===== src/rtl/bcd_pkg.sv =====
// Shared types and constants for the BCD step decoder.
package bcd_pkg;

   typedef enum logic [1:0] {INIT, HOLD, UP, DOWN} state_t;

   localparam logic [3:0] BCD_MAX = 4'd9;

   typedef logic [3:0] bcd_t;

   function automatic logic is_bcd(input logic [3:0] i_val);
      return i_val <= BCD_MAX;
   endfunction

endpackage


===== src/rtl/bcd_tens_digit.sv =====
// Modulo-10 tens digit advanced by carry (inc) and borrow (dec) pulses.
module bcd_tens_digit
   import bcd_pkg::*;
(
   input  logic clk,
   input  logic rst,
   input  logic inc,
   input  logic dec,
   output bcd_t digit
);

   bcd_t r_digit;

   always_ff @(posedge clk or posedge rst) begin
      if (rst) begin
         r_digit <= '0;
      end else if (inc) begin
         r_digit <= (r_digit == BCD_MAX) ? 4'd0 : r_digit + 4'd1;
      end else if (dec) begin
         r_digit <= (r_digit == 4'd0) ? BCD_MAX : r_digit - 4'd1;
      end
   end

   assign digit = r_digit;

endmodule


===== src/rtl/bcd_step_decoder.sv =====
// Decodes direction, run/stall, carry/borrow and errors from a sampled BCD decade counter.
// Optional err pulse counter enabled by defining BCD_STEP_DECODER_ERR_CNT_EN.
module bcd_step_decoder
   import bcd_pkg::*;
#(
   parameter int unsigned STALL_CYC = 2
) (
   input  logic       clk,
   input  logic       rst,
   input  logic [3:0] cnt_in,
   output logic       dir,
   output logic       run,
   output logic       carry,
   output logic       borrow,
   output logic       err,
   output logic [3:0] tens,
   output logic [7:0] err_cnt
);

   localparam logic [3:0] STALL_LIM = 4'(STALL_CYC - 1);

   state_t     r_state;
   bcd_t       r_prev;
   logic [3:0] r_stall;
   logic       r_dir;
   logic       r_run;
   logic       r_carry;
   logic       r_borrow;
   logic       r_err;

   logic       w_legal;
   logic       w_decode;
   logic       w_up;
   logic       w_dn;
   logic       w_carry;
   logic       w_borrow;
   logic       w_err;
   logic [3:0] w_stall_nxt;

   // r_prev is always a legal digit whenever w_decode is set, so prev+1 never wraps past 9.
   always_comb begin
      w_legal     = is_bcd(cnt_in);
      w_decode    = (r_state != INIT);
      w_up        = (r_prev == BCD_MAX) ? (cnt_in == 4'd0) : (cnt_in == r_prev + 4'd1);
      w_dn        = (r_prev == 4'd0) ? (cnt_in == BCD_MAX) : (cnt_in == r_prev - 4'd1);
      w_carry     = w_decode && w_legal && w_up && (r_prev == BCD_MAX);
      w_borrow    = w_decode && w_legal && w_dn && (r_prev == 4'd0);
      w_err       = !w_legal || (w_decode && (cnt_in != r_prev) && !w_up && !w_dn);
      w_stall_nxt = (r_stall == 4'hF) ? 4'hF : r_stall + 4'd1;
   end

   always_ff @(posedge clk or posedge rst) begin
      if (rst) begin
         r_state  <= INIT;
         r_prev   <= '0;
         r_stall  <= '0;
         r_dir    <= 1'b0;
         r_run    <= 1'b0;
         r_carry  <= 1'b0;
         r_borrow <= 1'b0;
         r_err    <= 1'b0;
      end else begin
         r_prev   <= cnt_in;
         r_carry  <= w_carry;
         r_borrow <= w_borrow;
         r_err    <= w_err;
         if (w_err) begin
            r_state <= INIT;
            r_run   <= 1'b0;
            r_stall <= '0;
         end else begin
            case (r_state)
               INIT: begin
                  r_state <= HOLD;
                  r_run   <= 1'b0;
                  r_stall <= '0;
               end
               default: begin
                  if (w_up) begin
                     r_state <= UP;
                     r_dir   <= 1'b0;
                     r_run   <= 1'b1;
                     r_stall <= '0;
                  end else if (w_dn) begin
                     r_state <= DOWN;
                     r_dir   <= 1'b1;
                     r_run   <= 1'b1;
                     r_stall <= '0;
                  end else begin
                     // Repeated sample: counter may have stopped.
                     r_stall <= w_stall_nxt;
                     if (w_stall_nxt >= STALL_LIM) begin
                        r_state <= HOLD;
                        r_run   <= 1'b0;
                     end
                  end
               end
            endcase
         end
      end
   end

   bcd_tens_digit u_tens (
      .clk   (clk),
      .rst   (rst),
      .inc   (w_carry),
      .dec   (w_borrow),
      .digit (tens)
   );

`ifdef BCD_STEP_DECODER_ERR_CNT_EN
   logic [7:0] r_err_cnt;

   always_ff @(posedge clk or posedge rst) begin
      if (rst) begin
         r_err_cnt <= '0;
      end else if (w_err && (r_err_cnt != 8'hFF)) begin
         r_err_cnt <= r_err_cnt + 8'd1;
      end
   end

   assign err_cnt = r_err_cnt;
`else
   assign err_cnt = '0;
`endif

   assign dir    = r_dir;
   assign run    = r_run;
   assign carry  = r_carry;
   assign borrow = r_borrow;
   assign err    = r_err;

endmodule


===== config.mk =====
export PLATFORM = sky130hd
export DESIGN_NAME = bcd_step_decoder
export DESIGN_NICKNAME = d
export VERILOG_FILES = /design/src/rtl/bcd_pkg.sv /design/src/rtl/bcd_tens_digit.sv /design/src/rtl/bcd_step_decoder.sv
export SDC_FILE = /design/constraint.sdc
export NUM_CORES = 1
export LEC_CHECK = 0
export BUFFER_PORTS_ARGS = -buffer_cell sky130_fd_sc_hd__buf_2
export CAP_MARGIN = 40
export CORE_ASPECT_RATIO = 1.1
export CORE_MARGIN = 1
export CORE_UTILIZATION = 27
export DETAILED_ROUTE_END_ITERATION = 10
export PLACE_DENSITY_LB_ADDON = 0.3
export SYNTH_ARGS = -nofsm -noshare
export SYNTH_HDL_FRONTEND = slang
export SYNTH_SLANG_ARGS = --single-unit

===== constraint.sdc =====
create_clock -name clk -period 2.3 [get_ports clk]
set_input_delay 0.345 -clock clk [delete_from_list [all_inputs] [get_ports clk]]
set_output_delay 0.345 -clock clk [all_outputs]
set_load 0.01 [all_outputs]

==> qor.csv <==
stage;metric;value;unit
run_status;status;complete, no violations;
sta;Final setup viols;0;
synth;leading area contributor after synthesis;dfrtp_1;
cts;Num CTS Buffers;3;
detailed_routing;antenna viol nets, final;0;
cts;clk sink count;19;
global_routing;GRT overflow;0;
sta;worst rel slew slack;50.3;%
detailed_routing;WL met2;1130;µm
detailed_routing;1st-pass router iterations;4;
die;top-level I/O count;23;
cts;number of setup buffers added after CTS;0;
cts;CTS Hold Bufs;0;
sta;fin crit period;2.09;ns
place;DP Area;0.00124;mm²
sta;Final Hold Viols;0;
place;I/O Buffers;14;
sta;worst slew pin tran;0.745;ns
final_layout;post-layout util;32.0;%
final_layout;NumNets Final;147;
synth;EDFF count, synth;0;
synth;syn_area_per_cell;9.48;µm²
final_layout;n_diodes;0;
power_and_ir_drop;switching share of power;30.5;%
cts;clock latency on the worst-skew pair;0.25;ns
final_layout;share of layout cells above drive strength 1;22.1;%
cts;Max clock buf depth;2;
sta;Fmax achieved;478;MHz
power_and_ir_drop;Seq pwr share;50.3;%
synth;most frequent cells after synthesis;dfrtp_1 (19), nor2_1 (12), buf_4 (9), o21ai_0 (7), xnor2_1 (7);
cts;CTS tree;done;
critical_path;Crit Path Class;register to register;
synth;Post-Syn Area;0.00115;mm²
synth;Primary FF master, synth;dfrtp_1;
global_routing;first-pass GRT wire length;3730;µm
detailed_routing;drc violations;0;
synth;Yosys warning count;0;
detailed_routing;total wire length;2210;µm
hold_path;Hold WC Path Type;input pin to async pin;
synth;most frequent cell after synthesis;dfrtp_1;
critical_path;CP arrival;2.29;ns
synth;Async SR Flop Fraction;100;%
die;Die Ht;70.4;µm
place;post-DP HPWL;1650;µm
power_and_ir_drop;clock share of power;29.7;%
detailed_routing;via/cell ratio;4.77;
die;die span in x;64.2;µm
power_and_ir_drop;Internal;557;µW
die;Die Outline Area;0.00451;mm²
global_routing;initial antenna violation count;0;
sta;fin crit share;91.0;%
sta;Max Slew Vio Count;0;
power_and_ir_drop;switching power;244;µW
synth;register bit total from synthesis;19;
synth;register area share after synthesis;41.4;%
cts;# resized after CTS;0;
synth;Synth top area share;41.4;%
cts;CTS H-tree lvls;1;
die;Initial Utilization;28.5;%
die;Placeable Area;0.00402;mm²
power_and_ir_drop;Pwr per Cell Area;621;mW/mm²
power_and_ir_drop;VDD IR-drop max;0.245;mV
critical_path;Max stage delay on crit path;0.52;ns
sta;final clock skew;0.00448;ns
cts;clock root buffer;clkbuf_8;
final_layout;final instance area;0.00129;mm²
critical_path;crit start category;register;
synth;post-synth cell types;40;
global_routing;vias in the first global route;825;
critical_path;Crit. End Element;register;
final_layout;Area Overhead vs Synth;12.3;%
synth;Mapped Cells;121;
detailed_routing;routed length per instance;11.7;µm
cts;Clk pin slew, worst setup/hold paths;0.08;ns
power_and_ir_drop;Comb pwr share;20.0;%
detailed_routing;highest routed layer;met4;
detailed_routing;wire length on met1;1000;µm
power_and_ir_drop;Static Leak;0.000584;µW
global_routing;largest net degree at the start of global routing;20;
critical_path;Worst Path Required;2.50;ns
place;gp weighted congestion;0.797;
critical_path;Crit Path Max Fanout;6;
critical_path;crit-path cells;inv_1 > ha_1 > or3b_4 > or4_4 > or4_1 > nand3_1;
flow_run;maxcap violations;0;
critical_path;CP max stage cell;or4_4;
sta;Fin Setup TNS;0;ns
die;Site Rows;24;
synth;dominant cells by area after synthesis;dfrtp_1 (41%), buf_4 (5.9%), xnor2_1 (5.3%);
detailed_routing;met3 wire length;51;µm
detailed_routing;drt initial violations;41;
detailed_routing;Via Count;896;
global_routing;total global-route track usage;10.6;%
sta;RSZ-0062 raised after global routing;false;
## routing by layer
metal,vias to the layer above,global-route usage (%)
met3,2,2.45
met2,11,17.4
met1,444,13.3
met4,0,4.44
li1,439,-
met5,-,0
## final cells by class
type                       instances  area (µm²)
clock inverter                     1        5.00
sequential                        19         475
inverter                           5        18.8
clock buffer                       3        41.3
timing repair buffer              17        92.6
tap                               52        65.1
multi-input combinational         91         591
fill                             422        2740
## state kept, by name, summed over array words and instances, names as in the netlist
name / cells
r_state: 2
r_stall: 4
dir: 1
borrow: 1
r_prev: 4
u_tens.digit: 4
err: 1
run: 1
carry: 1
## logic make-up after synthesis
logic type | after synthesis | share of synthesized area (%)
and+or+nand+nor | 44 | 21.7
DFF | 19 | 41.4
buffers and inverters | 18 | 9.70
other | 1 | 0.327
AOI/OAI and AO/OA | 24 | 13.8
adders and majority gates | 4 | 4.36
xor gates and xnor gates | 10 | 7.63
muxes | 1 | 0.981
## critical path: cells and delay by family (launching register included)
family | cells | cell delay [ns]
and+or+nand+nor | 4 | 1.41
DFF | 1 | 0.38
adders and majority gates | 1 | 0.17
buffers and inverters | 1 | 0.08
## placed cells by master (no fill, tap or decap), types with 3 or more instances in the layout
cell	synthesis	routed
conb_1	1	8
ha_1	4	4
nor3_1	5	5
buf_4	9	3
nand2_1	6	6
buf_2	1	14
inv_1	5	5
o21ai_0	7	7
a21oi_1	5	5
nor2_1	12	12
nand3_1	5	5
clkbuf_8	0	3
dfrtp_1	19	19
xor2_1	3	3
xnor2_1	7	7
## per-stage QoR
step                hold WS (ns)  setup WS (ns)  power (µW)  instances
global placement           0.466          0.175         569        184
finish                     0.203          0.208         800        188
floorplan                  0.296          0.144         532        128
global route               0.243         0.0744         860        188
CTS                        0.242          0.139         817        188
detailed placement         0.475          0.149         571        184
## worst paths after layout
| path | from | slack, ns | cells past startpoint | end |
|---|---|---|---|---|
| setup reg to reg | r_prev[1]$_DFF_PP0_ | 0.21 | 6 | u_tens.digit[2]$_DFFE_PP0P_ |
| setup / recovery | r_prev[1]$_DFF_PP0_ | 0.21 | 6 | u_tens.digit[2]$_DFFE_PP0P_ |
| hold / removal | rst | 0.20 | 2 | r_stall[1]$_DFF_PP0_ |
| max in group asynchronous | rst | 1.62 | 2 | r_prev[0]$_DFF_PP0_ |
| hold reg to reg | dir$_DFFE_PP0P_ | 0.49 | 1 | dir$_DFFE_PP0P_ |
| min in group clk | cnt_in[2] | 0.26 | 1 | r_prev[2]$_DFF_PP0_ |
## power groups by stage
stage               Sequential (µW)  Combinational (µW)  Clock (µW)
CTS                             404                 162         252
floorplan                       403                 129           0
global placement                409                 160           0
finish                          402                 160         237
detailed placement              411                 161           0
global route                    410                 179         271
No activity file was read; power rests on OpenSTA's default activity.
